==> config.mk <==
export PLATFORM = sky130hd
export DESIGN_NAME = bin_a_bcd_seq
export DESIGN_NICKNAME = d
export VERILOG_FILES = /design/src/rtl/bcd_pkg.sv /design/src/rtl/ajuste_digito.sv /design/src/rtl/bin_a_bcd_seq.sv
export SDC_FILE = /design/constraint.sdc
export NUM_CORES = 1
export LEC_CHECK = 0
export BUFFER_PORTS_ARGS = -buffer_cell sky130_fd_sc_hd__buf_2
export CAP_MARGIN = 20
export CORE_MARGIN = 3
export CORE_UTILIZATION = 50
export DETAILED_ROUTE_END_ITERATION = 8
export PLACE_DENSITY = 0.74
export SYNTH_ARGS = -nofsm -noshare
export SYNTH_HDL_FRONTEND = slang
export SYNTH_SLANG_ARGS = --single-unit
export TNS_END_PERCENT = 20
==> constraint.sdc <==
create_clock -name CLK -period 1.44 [get_ports CLK]
set_input_delay 0.288 -clock CLK [delete_from_list [all_inputs] [get_ports CLK]]
set_output_delay 0.288 -clock CLK [all_outputs]
set_load 0.01 [all_outputs]
==> src/rtl/bcd_pkg.sv <==
// Shared constants and state encoding for the sequential binary-to-BCD converter.
package bcd_pkg;

    typedef enum logic {
        ST_IDLE = 1'b0,
        ST_CONV = 1'b1
    } state_t;

    localparam int DIGIT_W        = 4;
    localparam int BCD_ADJ_THRESH = 5;
    localparam int BCD_ADJ_ADD    = 3;

endpackage

==> src/rtl/ajuste_digito.sv <==
// One double-dabble correction cell: a BCD digit of 5 or more gets 3 added
// so that the following left shift carries correctly into the next digit.
module ajuste_digito
    import bcd_pkg::*;
(
    input  logic [DIGIT_W-1:0] d_i,
    output logic [DIGIT_W-1:0] d_o
);

    always_comb begin
        d_o = d_i;
        if (d_i >= DIGIT_W'(BCD_ADJ_THRESH)) begin
            d_o = d_i + DIGIT_W'(BCD_ADJ_ADD);
        end
    end

endmodule

==> src/rtl/bin_a_bcd_seq.sv <==
// Sequential binary-to-BCD converter (shift-and-add-3), one bit per clock.
// Optional leading-zero mask output BLANK is built when BCD_BLANK_EN is defined.
//
// state   | meaning
// --------+-----------------------------------------------------------
// ST_IDLE | waiting for START; BCD holds the last result
// ST_CONV | shifting scratch one bit per edge, REGISTRO_WIDTH edges
module bin_a_bcd_seq
    import bcd_pkg::*;
#(
    parameter int REGISTRO_WIDTH = 8,
    parameter int NUM_DIGITS     = 3
) (
    input  logic                          CLK,
    input  logic                          RST,
    input  logic                          START,
    input  logic [REGISTRO_WIDTH-1:0]     BIN,
    output logic                          BUSY,
    output logic                          DONE,
`ifdef BCD_BLANK_EN
    output logic [DIGIT_W*NUM_DIGITS-1:0] BCD,
    output logic [NUM_DIGITS-1:0]         BLANK
`else
    output logic [DIGIT_W*NUM_DIGITS-1:0] BCD
`endif
);

    localparam int BCD_W = DIGIT_W * NUM_DIGITS;
    localparam int SCR_W = BCD_W + REGISTRO_WIDTH;
    localparam int CNT_W = $clog2(REGISTRO_WIDTH + 1);

    if ((10 ** NUM_DIGITS) <= ((2 ** REGISTRO_WIDTH) - 1)) begin : g_bad_params
        $error("NUM_DIGITS too small to represent 2**REGISTRO_WIDTH-1");
    end

    state_t             state_q, state_d;
    logic [CNT_W-1:0]   cnt_q, cnt_d;
    logic [SCR_W-1:0]   scr_q, scr_d;
    logic [SCR_W-1:0]   scr_adj, scr_shift;
    logic [BCD_W-1:0]   bcd_q, bcd_d;
    logic               done_q, done_d;

    // Digit field sits above the binary field; only the digits get corrected.
    assign scr_adj[REGISTRO_WIDTH-1:0] = scr_q[REGISTRO_WIDTH-1:0];

    for (genvar g = 0; g < NUM_DIGITS; g++) begin : g_adj
        ajuste_digito u_adj (
            .d_i (scr_q  [REGISTRO_WIDTH + g*DIGIT_W +: DIGIT_W]),
            .d_o (scr_adj[REGISTRO_WIDTH + g*DIGIT_W +: DIGIT_W])
        );
    end

    assign scr_shift = scr_adj << 1;

    always_comb begin
        state_d = state_q;
        cnt_d   = cnt_q;
        scr_d   = scr_q;
        bcd_d   = bcd_q;
        done_d  = 1'b0;
        case (state_q)
            ST_IDLE: begin
                if (START) begin
                    scr_d   = {{BCD_W{1'b0}}, BIN};
                    cnt_d   = '0;
                    state_d = ST_CONV;
                end
            end
            ST_CONV: begin
                scr_d = scr_shift;
                cnt_d = cnt_q + 1'b1;
                if (cnt_q == CNT_W'(REGISTRO_WIDTH - 1)) begin
                    bcd_d   = scr_shift[SCR_W-1:REGISTRO_WIDTH];
                    done_d  = 1'b1;
                    state_d = ST_IDLE;
                end
            end
            default: state_d = ST_IDLE;
        endcase
    end

    always_ff @(posedge CLK) begin
        if (!RST) begin
            state_q <= ST_IDLE;
            cnt_q   <= '0;
            scr_q   <= '0;
            bcd_q   <= '0;
            done_q  <= 1'b0;
        end else begin
            state_q <= state_d;
            cnt_q   <= cnt_d;
            scr_q   <= scr_d;
            bcd_q   <= bcd_d;
            done_q  <= done_d;
        end
    end

    assign BUSY = (state_q == ST_CONV);
    assign DONE = done_q;
    assign BCD  = bcd_q;

`ifdef BCD_BLANK_EN
    logic [NUM_DIGITS-1:0] blank_q, blank_d;
    logic                  zero_run;

    // Bit 0 never blanks so a lone zero stays visible.
    always_comb begin
        blank_d  = blank_q;
        zero_run = 1'b1;
        if (done_d) begin
            blank_d = '0;
            for (int i = NUM_DIGITS - 1; i >= 1; i--) begin
                zero_run   = zero_run && (bcd_d[i*DIGIT_W +: DIGIT_W] == '0);
                blank_d[i] = zero_run;
            end
        end
    end

    always_ff @(posedge CLK) begin
        if (!RST) begin
            blank_q <= '0;
        end else begin
            blank_q <= blank_d;
        end
    end

    assign BLANK = blank_q;
`endif

endmodule

After elaboration in Yosys (flattened, before gate mapping)
Index checks and enable logic that the tools add are counted.
{"block": "word_totals", "reg_bits": 38, "latchBits": 0, "mem_bits_rw": 0, "mem_bits_ro": 0, "in_bits": 11, "word_cells": 28, "memories": 0}
{"block": "op_classes", "add_sub_neg": 4, "n_mul": 0, "div_mod_pow": 0, "n_lt_le_gt_ge": 3, "n_eq_ne": 2, "shift": 0, "n_mux": 11, "bitwise_logic": 1, "n_reduce_logical": 2}
{"cell": "20-bit case mux with 2 select lines", "n": 1}
{"cell": "20-bit two-way mux", "n": 1}
{"cell": "4-bit by 3-bit greater-or-equal comparator with 1-bit output (second input constant)", "n": 3}
{"cell": "4-bit two-way mux", "n": 3}
{"cell": "4-bit by 2-bit adder with 4-bit output (second input constant)", "n": 2}
{"cell": "4-bit case mux with 2 select lines", "n": 1}
{"cell": "4-bit by 1-bit adder with 4-bit output (second input constant)", "n": 1}
{"cell": "4-bit by 3-bit == test with 1-bit output (second input constant)", "n": 1}
{"cell": "2-bit AND reduction", "n": 2}
{"cell": "3-bit by 2-bit adder with 3-bit output (second input constant)", "n": 1}
{"cell": "1-bit two-way mux", "n": 3}
{"cell": "3-bit two-way mux", "n": 1}
{"cell": "2-bit inequality test (second input constant)", "n": 1}
{"cell": "1-bit case mux with 2 select lines", "n": 1}
{"cell": "1-bit NOT", "n": 1}

Depth between registers and ports, before layout
{"block": "logic_depth", "ltp_word": 3, "depth_mapped": 6, "mapped_depth_nobuf": 6}

Hierarchy
A second synthesis with hierarchy kept.
{"block": "hier_totals", "hier_cells": 214, "hier_area_um2": 1953.1}
{"mod": "bin_a_bcd_seq", "n_inst": 1, "cells_per_inst": 166, "area_per_inst_um2": 1649.1}
{"mod": "ajuste_digito", "n_inst": 3, "cells_per_inst": 16, "area_per_inst_um2": 101.3}

Least setup slack after synthesis
OpenSTA, ideal clock, no wires.
{"block": "synth_path", "kind": "reg2reg", "start": "register scr_q[16]", "end": "register scr_q[18]", "arrival_ns": 1.317, "t_required_ns": 1.348, "path_slack_ns": 0.031, "stages_incl_launch_ff": 7, "n_path_buf": 0, "cell_sequence": "dfxtp_1 > inv_1 > ha_1 > nand2b_1 > a21oi_1 > mux2_2 > o32ai_1"}
{"block": "synth_between", "elab_chain_cells": 3, "word_cells_on_any_way": 4}
{"element": "from (decl)", "line": "bin_a_bcd_seq.sv:38", "text": "logic [SCR_W-1:0] scr_q, scr_d;"}
{"element": "from (signal assigned)", "line": "bin_a_bcd_seq.sv:92", "text": "scr_q <= scr_d;"}
{"element": "4-bit by 3-bit greater-or-equal comparator with 1-bit output / 3-bit by 2-bit adder with 3-bit output (equally long branches)", "line": "ajuste_digito.sv:12, ajuste_digito.sv:13"}
{"element": "3-bit two-way mux (*)", "line": "ajuste_digito.sv:12", "text": "if (d_i >= DIGIT_W'(BCD_ADJ_THRESH)) begin"}
{"element": "20-bit case mux with 2 select lines (*)", "line": "bin_a_bcd_seq.sv:61", "text": "case (state_q)"}
Every way passes the cells marked *; elsewhere a longest branch is shown, timed or not.
A chain may end at the register's enable or synchronous reset.

Worst setup path after layout
Ends and elaborated chain as after synthesis.

==> reports/results.ini <==
[worst_setup_path]
r2r_slack_ns = 0.03
path_depth = 6
endpoint = scr_q[18]
cp_max_fo = 3
arrival_ns = 1.66
rr_worst_depth = 6
r2r_start = scr_q[16]
crit_slowest_cell = dfxtp_2
path_class = flop to flop
crit_path_start = scr_q[16]
slowest_delay_ns = 0.35
end_kind = flop
crit_path_cell_trace = inv_4 -> ha_2 -> nand2b_4 -> a21oi_4 -> mux2_4 -> o32ai_1
rr_endpoint = scr_q[18]
path_delay_family = flip-flops
path_buf_inv = 1
critPathRequiredTime_ns = 1.70
cp-start-kind = flop

[placement]
dp_hpwl_um = 2616
dpl_worst_slack_ns = -0.03925
portBuffers = 24
post_dp_cell_area_um2 = 1957
gp_congestion = 0.7766
dp.cells = 258

[timing]
setup_viol = 0
worst_slew_pin_slew_ns = 0.4110
finalClockSkew_ns = 0.009359
fin_ws_ns = 0.03315
post-route-period-util_pct = 97.70
fin_crit_ns = 1.407
clock.fmax_mhz = 710.8
rsz0062_at_grt = yes
relSlewSlack_pct = 72.60
drv_slew = 0
hold_viol = 0

[floorplan]
initial_utilization_pct = 54.53
die_w_um = 65.11
die-area_um2 = 4239
io_pins = 25
rows = 20
design.core.area_um2 = 3203
die_y_um = 65.11

[drt]
via_per_inst = 5.472
route.detailed.drc = 0
wl_per_cell_um = 14.24
vias = 1450
routed_wl_um = 3774
drtIter0Drc = 86
drtAntennaViolNets = 0
drt_first_pass_iters = 4

[finish]
layout.nets = 240
register_area_um2 = 769.5
filler_cell_count = 290
area_growth_pct = 23.71
drive_gt1_share_pct = 36.65
antenna_cells = 0
layout.cells.non_filler = 265
final_area_um2 = 2161
multi_input_area_um2 = 999.7

[synth]
seq_area_frac_synth_pct = 43.55
synth_cell_type_count = 31
synth-edff-count = 0
avgSynthCellArea_um2 = 9.291
synthesis.area_um2 = 1747
yosys.area.top_type = dfxtp_1
syn_inst = 188
synthArstFlopShare_pct = 0
yosys_most_used_dff = dfxtp_1
synth.most_common_cell = dfxtp_1
synthTopCellsByArea = dfxtp_1, mux2i_1, ha_1
synth_seq_cells = 38
synthTopCellsByCount = dfxtp_1, nand2_1, o21ai_0
yosysTopAreaCellShare_pct = 43.55
syn-num-nets = 206
yosys_warnings = 0

[grt]
grt_pass1_vias = 1449
antenna_found_initial = 0
grt_max_degree = 34
grt_busiest_layer = met2
grt_pass1_wl_um = 6327
grtUsageMet1_pct = 20.93
use_met2_pct = 35.38
met3_usage_pct = 4.274
grt_use_total_pct = 19.29
overflow = 0

[run]
drv_cap = 0

[pwr]
p_per_area_nw_per_um2 = 824.2
p_leak_nw = 0.8554
vdd_drop_max_mv = 0.5815

[min_path]
hold_path_class = input port to flop

[clocking]
htree_levels = 2
clock_latency_ns = 0.34
numCtsBuffers = 5
clk_pin_slew_ns = 0.11
clk_path_buf_depth = 2
cts.sinks = 38
postCtsHoldBufs = 0
cts_root_buf = clkbuf_4
cts_tree = done

[outcome]
status = finished, final reports clean

==> stage by stage <==
| step | setup TNS, ns | total power [mW] | hold WS, ns | utilization [%] |
|---|---|---|---|---|
| after floorplan | 0 | 1.207 | 0.4201 | - |
| after global placement | 0 | 1.245 | 0.4334 | 61.09 |
| after detailed placement | -0.1733 | 1.252 | 0.4374 | 61.09 |
| after CTS | 0 | 1.800 | 0.2670 | 63.87 |
| after global routing | -0.07004 | 1.867 | 0.2611 | 67.46 |
| final | 0 | 1.781 | 0.2698 | 67.46 |
==> kinds of logic (layout without fill, tap and decap cells) <==
kind of cell | Yosys count | after routing | share of synthesized area [%]
buffers and inverters | 22 | 55 | 6.662
AO/OA/AOI/OAI | 51 | 51 | 18.20
XOR/XNOR | 3 | 3 | 1.505
AND/OR/NAND/NOR | 55 | 55 | 17.98
multiplexers | 12 | 12 | 7.092
flip-flops | 38 | 38 | 43.55
adder cells (fa/ha/maj) | 7 | 7 | 5.014
==> worst register-to-register path: cells and delay by family, from the launching register on <==
family                     cells  cell delay [ns]
and+or+nand+nor                1             0.07
buffers and inverters          1             0.09
AOI/OAI and AO/OA              2             0.27
adders and majority gates      1             0.22
DFF                            1             0.35
muxes                          1             0.32
==> cells in the final DEF (no fill, tap or decap), drive strengths merged <==
cell | Yosys | routed
clkbuf | 2 | 6
o21ai | 24 | 24
nor3 | 1 | 1
nand3 | 4 | 4
dfxtp | 38 | 38
and2 | 7 | 7
and4b | 1 | 1
nor2b | 5 | 5
nor2 | 1 | 1
ha | 7 | 7
a22o | 1 | 1
o32ai | 8 | 8
a21boi | 3 | 3
nor3b | 11 | 11
buf | 9 | 38
a21oi | 13 | 13
xnor2 | 3 | 3
mux2 | 3 | 3
a21o | 1 | 1
mux2i | 9 | 9
a41oi | 1 | 1
inv | 11 | 11
nand2 | 21 | 21
nand2b | 4 | 4
==> worst min path at each step <==
stage                start  endpoint  slack [ns]  cells past startpoint
floorplan              RST      DONE        0.42                      2
global placement    BCD[2]    BCD[2]        0.43                      2
detailed placement  BCD[5]    BCD[5]        0.44                      2
CTS                 BIN[0]  scr_q[0]        0.27                      3
global route        BIN[0]  scr_q[0]        0.26                      3
finish              BIN[0]  scr_q[0]        0.27                      3
==> state kept, by name (all words and copies together), names as in the netlist <==
signal	count
BCD	12
scr_q	20
BUSY	1
cnt_q	4
DONE	1
==> area by class of cell <==
cell class              instances  area share [%]
clock buffers                   6           2.374
inverters                      11           2.027
multi-input cells             128           46.27
flip-flops and latches         38           35.61
well taps                      44           2.548
repair buffers                 38           11.18
==> layer usage <==
layer  share of wire (%)  vias up
met4                 2.2        0
met3                 3.5        8
li1                    -      718
met5                   0        -
met2                  54       26
met1                  40      698
==> timing repair <==
| item | 4_1_cts | 5_1_grt |
|---|---|---|
| endpoints found under the setup margin | 8 | 16 |
| resized for setup | 11 | 26 |
| endpoints found under the hold margin | 0 | 0 |
| pin swaps | 3 | 2 |
| buffers inserted | 0 | 1 |
==> power breakdown <==
group	total [mW]	internal [mW]	switching [mW]	leakage [nW]
registers	1.08	1.07	0.0134	0.311
logic	0.151	0.0694	0.0817	0.514
clock network	0.546	0.220	0.326	0.0302
total	1.78	1.36	0.421	0.855
Note: power is estimated with default switching activity, not from simulation.
